==> src/rtl/alu_op_sequencer.sv <==
// Sequential valid/ready front end for the combinational ALU with result/flag capture.
// Define ALU_SEQ_MUL_EN to build the shift-add multiply (opcode 4'b1110); otherwise it is illegal.
module alu_op_sequencer #(
  parameter int unsigned WIDTH = 8
) (
  input  logic             clk,
  input  logic             rst_n,
  input  logic             in_valid,
  output logic             in_ready,
  input  logic [3:0]       in_op,
  input  logic [WIDTH-1:0] in_a,
  input  logic [WIDTH-1:0] in_b,
  output logic [WIDTH-1:0] alu_a,
  output logic [WIDTH-1:0] alu_b,
  output logic [3:0]       alu_s,
  input  logic [WIDTH-1:0] alu_g,
  input  logic             alu_z,
  input  logic             alu_n,
  input  logic             alu_o,
  input  logic             alu_c,
  output logic             out_valid,
  input  logic             out_ready,
  output logic [WIDTH-1:0] out_result,
  output logic [3:0]       out_flags,
  output logic             out_err
);

  typedef enum logic [1:0] {S_IDLE, S_EXEC, S_MUL, S_DONE} state_t;

  state_t           r_state, w_state_nxt;
  logic [WIDTH-1:0] r_alu_a, w_alu_a_nxt;
  logic [WIDTH-1:0] r_alu_b, w_alu_b_nxt;
  logic [3:0]       r_alu_s, w_alu_s_nxt;
  logic [WIDTH-1:0] r_result, w_result_nxt;
  logic [3:0]       r_flags, w_flags_nxt;
  logic             r_err, w_err_nxt;
  logic             r_in_ready, r_out_valid;

`ifdef ALU_SEQ_MUL_EN
  localparam int unsigned CW     = $clog2(WIDTH) + 1;
  localparam logic [3:0]  OP_MUL = 4'b1110;
  localparam logic [3:0]  S_ADD  = 4'b0010;

  logic [WIDTH-1:0] r_acc, w_acc_nxt;
  logic [WIDTH-1:0] r_mcand, w_mcand_nxt;
  logic [WIDTH-1:0] r_mplier, w_mplier_nxt;
  logic [CW-1:0]    r_cnt, w_cnt_nxt;
  logic             r_csticky, w_csticky_nxt;
  logic [WIDTH-1:0] w_acc_step;
  logic             w_csticky_step;

  // Accumulate only when the current multiplier bit is set.
  assign w_acc_step     = r_mplier[0] ? alu_g : r_acc;
  assign w_csticky_step = r_csticky | (r_mplier[0] & alu_c);
`endif

  always_comb begin
    w_state_nxt  = r_state;
    w_alu_a_nxt  = '0;
    w_alu_b_nxt  = '0;
    w_alu_s_nxt  = '0;
    w_result_nxt = r_result;
    w_flags_nxt  = r_flags;
    w_err_nxt    = r_err;
`ifdef ALU_SEQ_MUL_EN
    w_acc_nxt     = r_acc;
    w_mcand_nxt   = r_mcand;
    w_mplier_nxt  = r_mplier;
    w_cnt_nxt     = r_cnt;
    w_csticky_nxt = r_csticky;
`endif
    case (r_state)
      S_IDLE: begin
        if (in_valid) begin
`ifdef ALU_SEQ_MUL_EN
          if (in_op == OP_MUL) begin
            w_state_nxt   = S_MUL;
            w_acc_nxt     = '0;
            w_mcand_nxt   = in_a;
            w_mplier_nxt  = in_b;
            w_cnt_nxt     = '0;
            w_csticky_nxt = 1'b0;
            w_alu_b_nxt   = in_a;
            w_alu_s_nxt   = S_ADD;
          end else
`endif
          if (in_op[3:1] == 3'b111) begin
            w_state_nxt  = S_DONE;
            w_result_nxt = '0;
            w_flags_nxt  = '0;
            w_err_nxt    = 1'b1;
          end else begin
            w_state_nxt = S_EXEC;
            w_alu_a_nxt = in_a;
            w_alu_b_nxt = in_b;
            w_alu_s_nxt = in_op;
          end
        end
      end
      S_EXEC: begin
        w_state_nxt  = S_DONE;
        w_result_nxt = alu_g;
        w_flags_nxt  = {alu_z, alu_n, alu_o, alu_c};
        w_err_nxt    = 1'b0;
      end
`ifdef ALU_SEQ_MUL_EN
      S_MUL: begin
        w_acc_nxt     = w_acc_step;
        w_csticky_nxt = w_csticky_step;
        w_mcand_nxt   = r_mcand << 1;
        w_mplier_nxt  = r_mplier >> 1;
        w_cnt_nxt     = r_cnt + CW'(1);
        if (r_cnt == CW'(WIDTH - 1)) begin
          w_state_nxt  = S_DONE;
          w_result_nxt = w_acc_step;
          w_flags_nxt  = {(w_acc_step == '0), w_acc_step[WIDTH-1], 1'b0, w_csticky_step};
          w_err_nxt    = 1'b0;
        end else begin
          w_alu_a_nxt = w_acc_step;
          w_alu_b_nxt = r_mcand << 1;
          w_alu_s_nxt = S_ADD;
        end
      end
`endif
      S_DONE: begin
        if (out_ready) w_state_nxt = S_IDLE;
      end
      default: w_state_nxt = S_IDLE;
    endcase
  end

  // ALU drive and handshake outputs are registered from next-state values.
  always_ff @(posedge clk or negedge rst_n) begin
    if (!rst_n) begin
      r_state     <= S_IDLE;
      r_alu_a     <= '0;
      r_alu_b     <= '0;
      r_alu_s     <= '0;
      r_result    <= '0;
      r_flags     <= '0;
      r_err       <= 1'b0;
      r_in_ready  <= 1'b1;
      r_out_valid <= 1'b0;
`ifdef ALU_SEQ_MUL_EN
      r_acc       <= '0;
      r_mcand     <= '0;
      r_mplier    <= '0;
      r_cnt       <= '0;
      r_csticky   <= 1'b0;
`endif
    end else begin
      r_state     <= w_state_nxt;
      r_alu_a     <= w_alu_a_nxt;
      r_alu_b     <= w_alu_b_nxt;
      r_alu_s     <= w_alu_s_nxt;
      r_result    <= w_result_nxt;
      r_flags     <= w_flags_nxt;
      r_err       <= w_err_nxt;
      r_in_ready  <= (w_state_nxt == S_IDLE);
      r_out_valid <= (w_state_nxt == S_DONE);
`ifdef ALU_SEQ_MUL_EN
      r_acc       <= w_acc_nxt;
      r_mcand     <= w_mcand_nxt;
      r_mplier    <= w_mplier_nxt;
      r_cnt       <= w_cnt_nxt;
      r_csticky   <= w_csticky_nxt;
`endif
    end
  end

  assign in_ready   = r_in_ready;
  assign out_valid  = r_out_valid;
  assign alu_a      = r_alu_a;
  assign alu_b      = r_alu_b;
  assign alu_s      = r_alu_s;
  assign out_result = r_result;
  assign out_flags  = r_flags;
  assign out_err    = r_err;

endmodule
==> config.mk <==
export PLATFORM = sky130hd
export DESIGN_NAME = alu_op_sequencer
export DESIGN_NICKNAME = d
export VERILOG_FILES = /design/src/rtl/alu_op_sequencer.sv
export SDC_FILE = /design/constraint.sdc
export NUM_CORES = 1
export LEC_CHECK = 0
export ABC_AREA = 1
export CAP_MARGIN = 30
export CORE_UTILIZATION = 36
export DETAILED_ROUTE_END_ITERATION = 10
export GPL_ROUTABILITY_DRIVEN = 1
export PLACE_DENSITY_LB_ADDON = 0.12
export SKIP_LAST_GASP = 1
export SLEW_MARGIN = 20
export SYNTH_ARGS = -nofsm -noshare
export SYNTH_HDL_FRONTEND = slang
export SYNTH_SLANG_ARGS = --single-unit
==> constraint.sdc <==
create_clock -name clk -period 1.15 [get_ports clk]
set_clock_uncertainty 0.2 [all_clocks]
set_input_delay 0.1725 -clock clk [delete_from_list [all_inputs] [get_ports clk]]
set_output_delay 0.1725 -clock clk [all_outputs]
set_load 0.01 [all_outputs]
==> results.json <==
{
  "outcome": "finished with violations",
  "violations": "negative setup slack",
  "place_ws_ns": -0.462,
  "startpoint_type": "flip-flop",
  "cts.sinks": 37,
  "slew_headroom": 0.832,
  "final_util": 0.653,
  "num_rows": 22,
  "n_antenna_cell": 0,
  "portBuffers": 70,
  "grt_max_degree": 22,
  "final_common_cell": "dfrtp_1",
  "leakagePower_nw": 1.25,
  "grt_usage": 0.173,
  "hold_path_class": "in2async",
  "clockBufferDepth": 2,
  "final_cell_mix": "dfrtp_1, clkdlybuf4s50_1, buf_2",
  "die_h_um": 66.2,
  "period_share": 1.12,
  "yosys_warnings": 0,
  "power.density_mw_per_mm2": 2070,
  "setup_viol": 52,
  "avgSynthCellArea_um2": 12.5,
  "cts_tree": "done",
  "grt_setup_unrepaired": "true",
  "crit_type": "reg2reg",
  "initial_core_util": 0.391,
  "gp_congestion": 0.719,
  "antenna_found_initial": 0,
  "post_route_cells_drive_above_1_share": 0.470,
  "first_global_vias": 1258,
  "die-area_mm2": 0.00438,
  "cts_buffers": 5,
  "syn_nets": 155,
  "worstSetupEndpointType": "flip-flop",
  "dr.pass1.iters": 4,
  "drtAntennaViolNets": 0,
  "drt_first_iter_violations": 31,
  "die_w_um": 66.2,
  "tightestPinTransition_ns": 0.253,
  "period_needed_ns": 1.29,
  "synth-seq-cells": 37,
  "hold_viol": 0,
  "wirelength_um": 3560,
  "vias": 1210,
  "postLayoutSetupSlackWorst_ns": -0.138,
  "grt_overflow": 0,
  "crit_arrival_ns": 1.29,
  "cp.required_ns": 1.15,
  "ir_drop_uv": 1200,
  "holdWs_ns": 0.0878,
  "syn_area_mm2": 0.00148,
  "ys_types": 15,
  "postSynthCellCount": 119,
  "max_freq_mhz": 776,
  "clkLatencyLatePin_ns": 0.28,
  "ys_seq_area_frac": 0.625,
  "core_region_area_mm2": 0.00380,
  "dp_hpwl_um": 2450,
  "drcViolationCount": 0,
  "syn2layout_area_growth_pct": 67.1,
  "pin_count": 71,
  "path_max_fanout": 5,
  "path_clk_slew_ns": 0.07,
  "cts_root_buf": "clkbuf_8",
  "nNetsFinal": 254,
  "vias_per_cell": 4.53,
  "maxSlewViolCount": 0,
  "grt_first_pass_wirelength_um": 5510,
  "htree_levels": 2,
  "routedWlPerCell_um": 13.3,
  "drv_cap": 0
}
==> worst max-delay path, stage by stage (launching register included) <==
cell and delay, ns:
dfrtp_2 0.43, nor2_4 0.12, nand2_4 0.11, clkbuf_16 0.18, nor3b_2 0.15
==> metal layers <==
layer | part of all wire | vias to the layer above | wire, µm | GRT usage
met5 | 0 | - | 0 | 0
met3 | 0.072 | 2 | 258 | 0.0759
met1 | 0.41 | 581 | 1470 | 0.201
li1 | - | 580 | - | -
met2 | 0.51 | 47 | 1810 | 0.295
met4 | 0.0059 | 0 | 21 | 0.0346
==> sequential cells by signal, indices dropped and copies added (netlist names) <==
signal / flops
out_result: 8
out_valid: 1
in_ready: 1
alu_s: 4
out_err: 1
out_flags: 4
alu_b: 8
alu_a: 8
r_state: 2
==> final timing paths <==
| path | start | endpoint | slack (ns) | cells past startpoint |
|---|---|---|---|---|
| worst max register to register | r_state[1] | alu_a[7] | -0.14 | 4 |
| max in group asynchronous | rst_n | alu_b[3] | 0.26 | 3 |
| worst max-delay path | r_state[1] | alu_a[7] | -0.14 | 4 |
| worst min register to register | out_flags[1] | out_flags[1] | 0.30 | 2 |
| worst min-delay path | rst_n | out_valid | 0.09 | 2 |
| min in group clk | alu_o | out_flags[1] | 0.24 | 3 |
==> cells in the mapped netlist <==
master,instances,area share
nor2_1,1,0.0025
inv_1,6,0.015
buf_2,1,0.0034
nor3b_1,1,0.0051
nand2_2,2,0.0084
nor2_4,2,0.015
o21ai_0,2,0.0067
nor3b_2,18,0.15
nand2_1,29,0.073
buf_6,6,0.046
a21oi_1,1,0.0034
dfstp_2,1,0.018
dfrtp_1,36,0.61
nor2_2,1,0.0042
nand3_1,12,0.040
==> metrics by stage <==
stage	TNS, ns	power (mW)	area (µm²)	cells
global route	-7.00	5.49	2480	267
floorplan	-0.499	2.83	1480	119
global placement	-15.82	3.98	2310	246
detailed placement	-17.17	4.04	2310	246
CTS	-3.71	4.96	2370	263
finish	-4.03	5.13	2480	267
==> timing repair <==
item,4_1_cts,5_1_grt
hold buffers,1,0
resized for setup,156,11
setup buffers,7,2
pin swaps,4,2
gates cloned,1,2
setup endpoints to repair,72,72
hold endpoints to repair,37,0
==> where the power goes <==
part           internal (mW)  switching, mW  leakage, nW
combinational           1.27           1.10        0.723
clock                  0.488          0.399       0.0455
sequential              1.70          0.172        0.482
==> final cells by class <==
cell class	instances	area, µm²
clock buffers	8	90.1
fillers	305	1320
inverters	6	25.0
multi-input cells	69	518
flip-flops and latches	37	928
well taps	48	60.1
repair buffers	99	858
==> cell families (layout without fill, tap and decap cells) <==
group,count (synthesis),after routing,synth area share
AO/OA/AOI/OAI,3,3,0.0101
buffers and inverters,13,113,0.0641
flip-flops,37,37,0.625
AND/OR/NAND/NOR,66,66,0.301
Power figures use the tool's default switching activity.
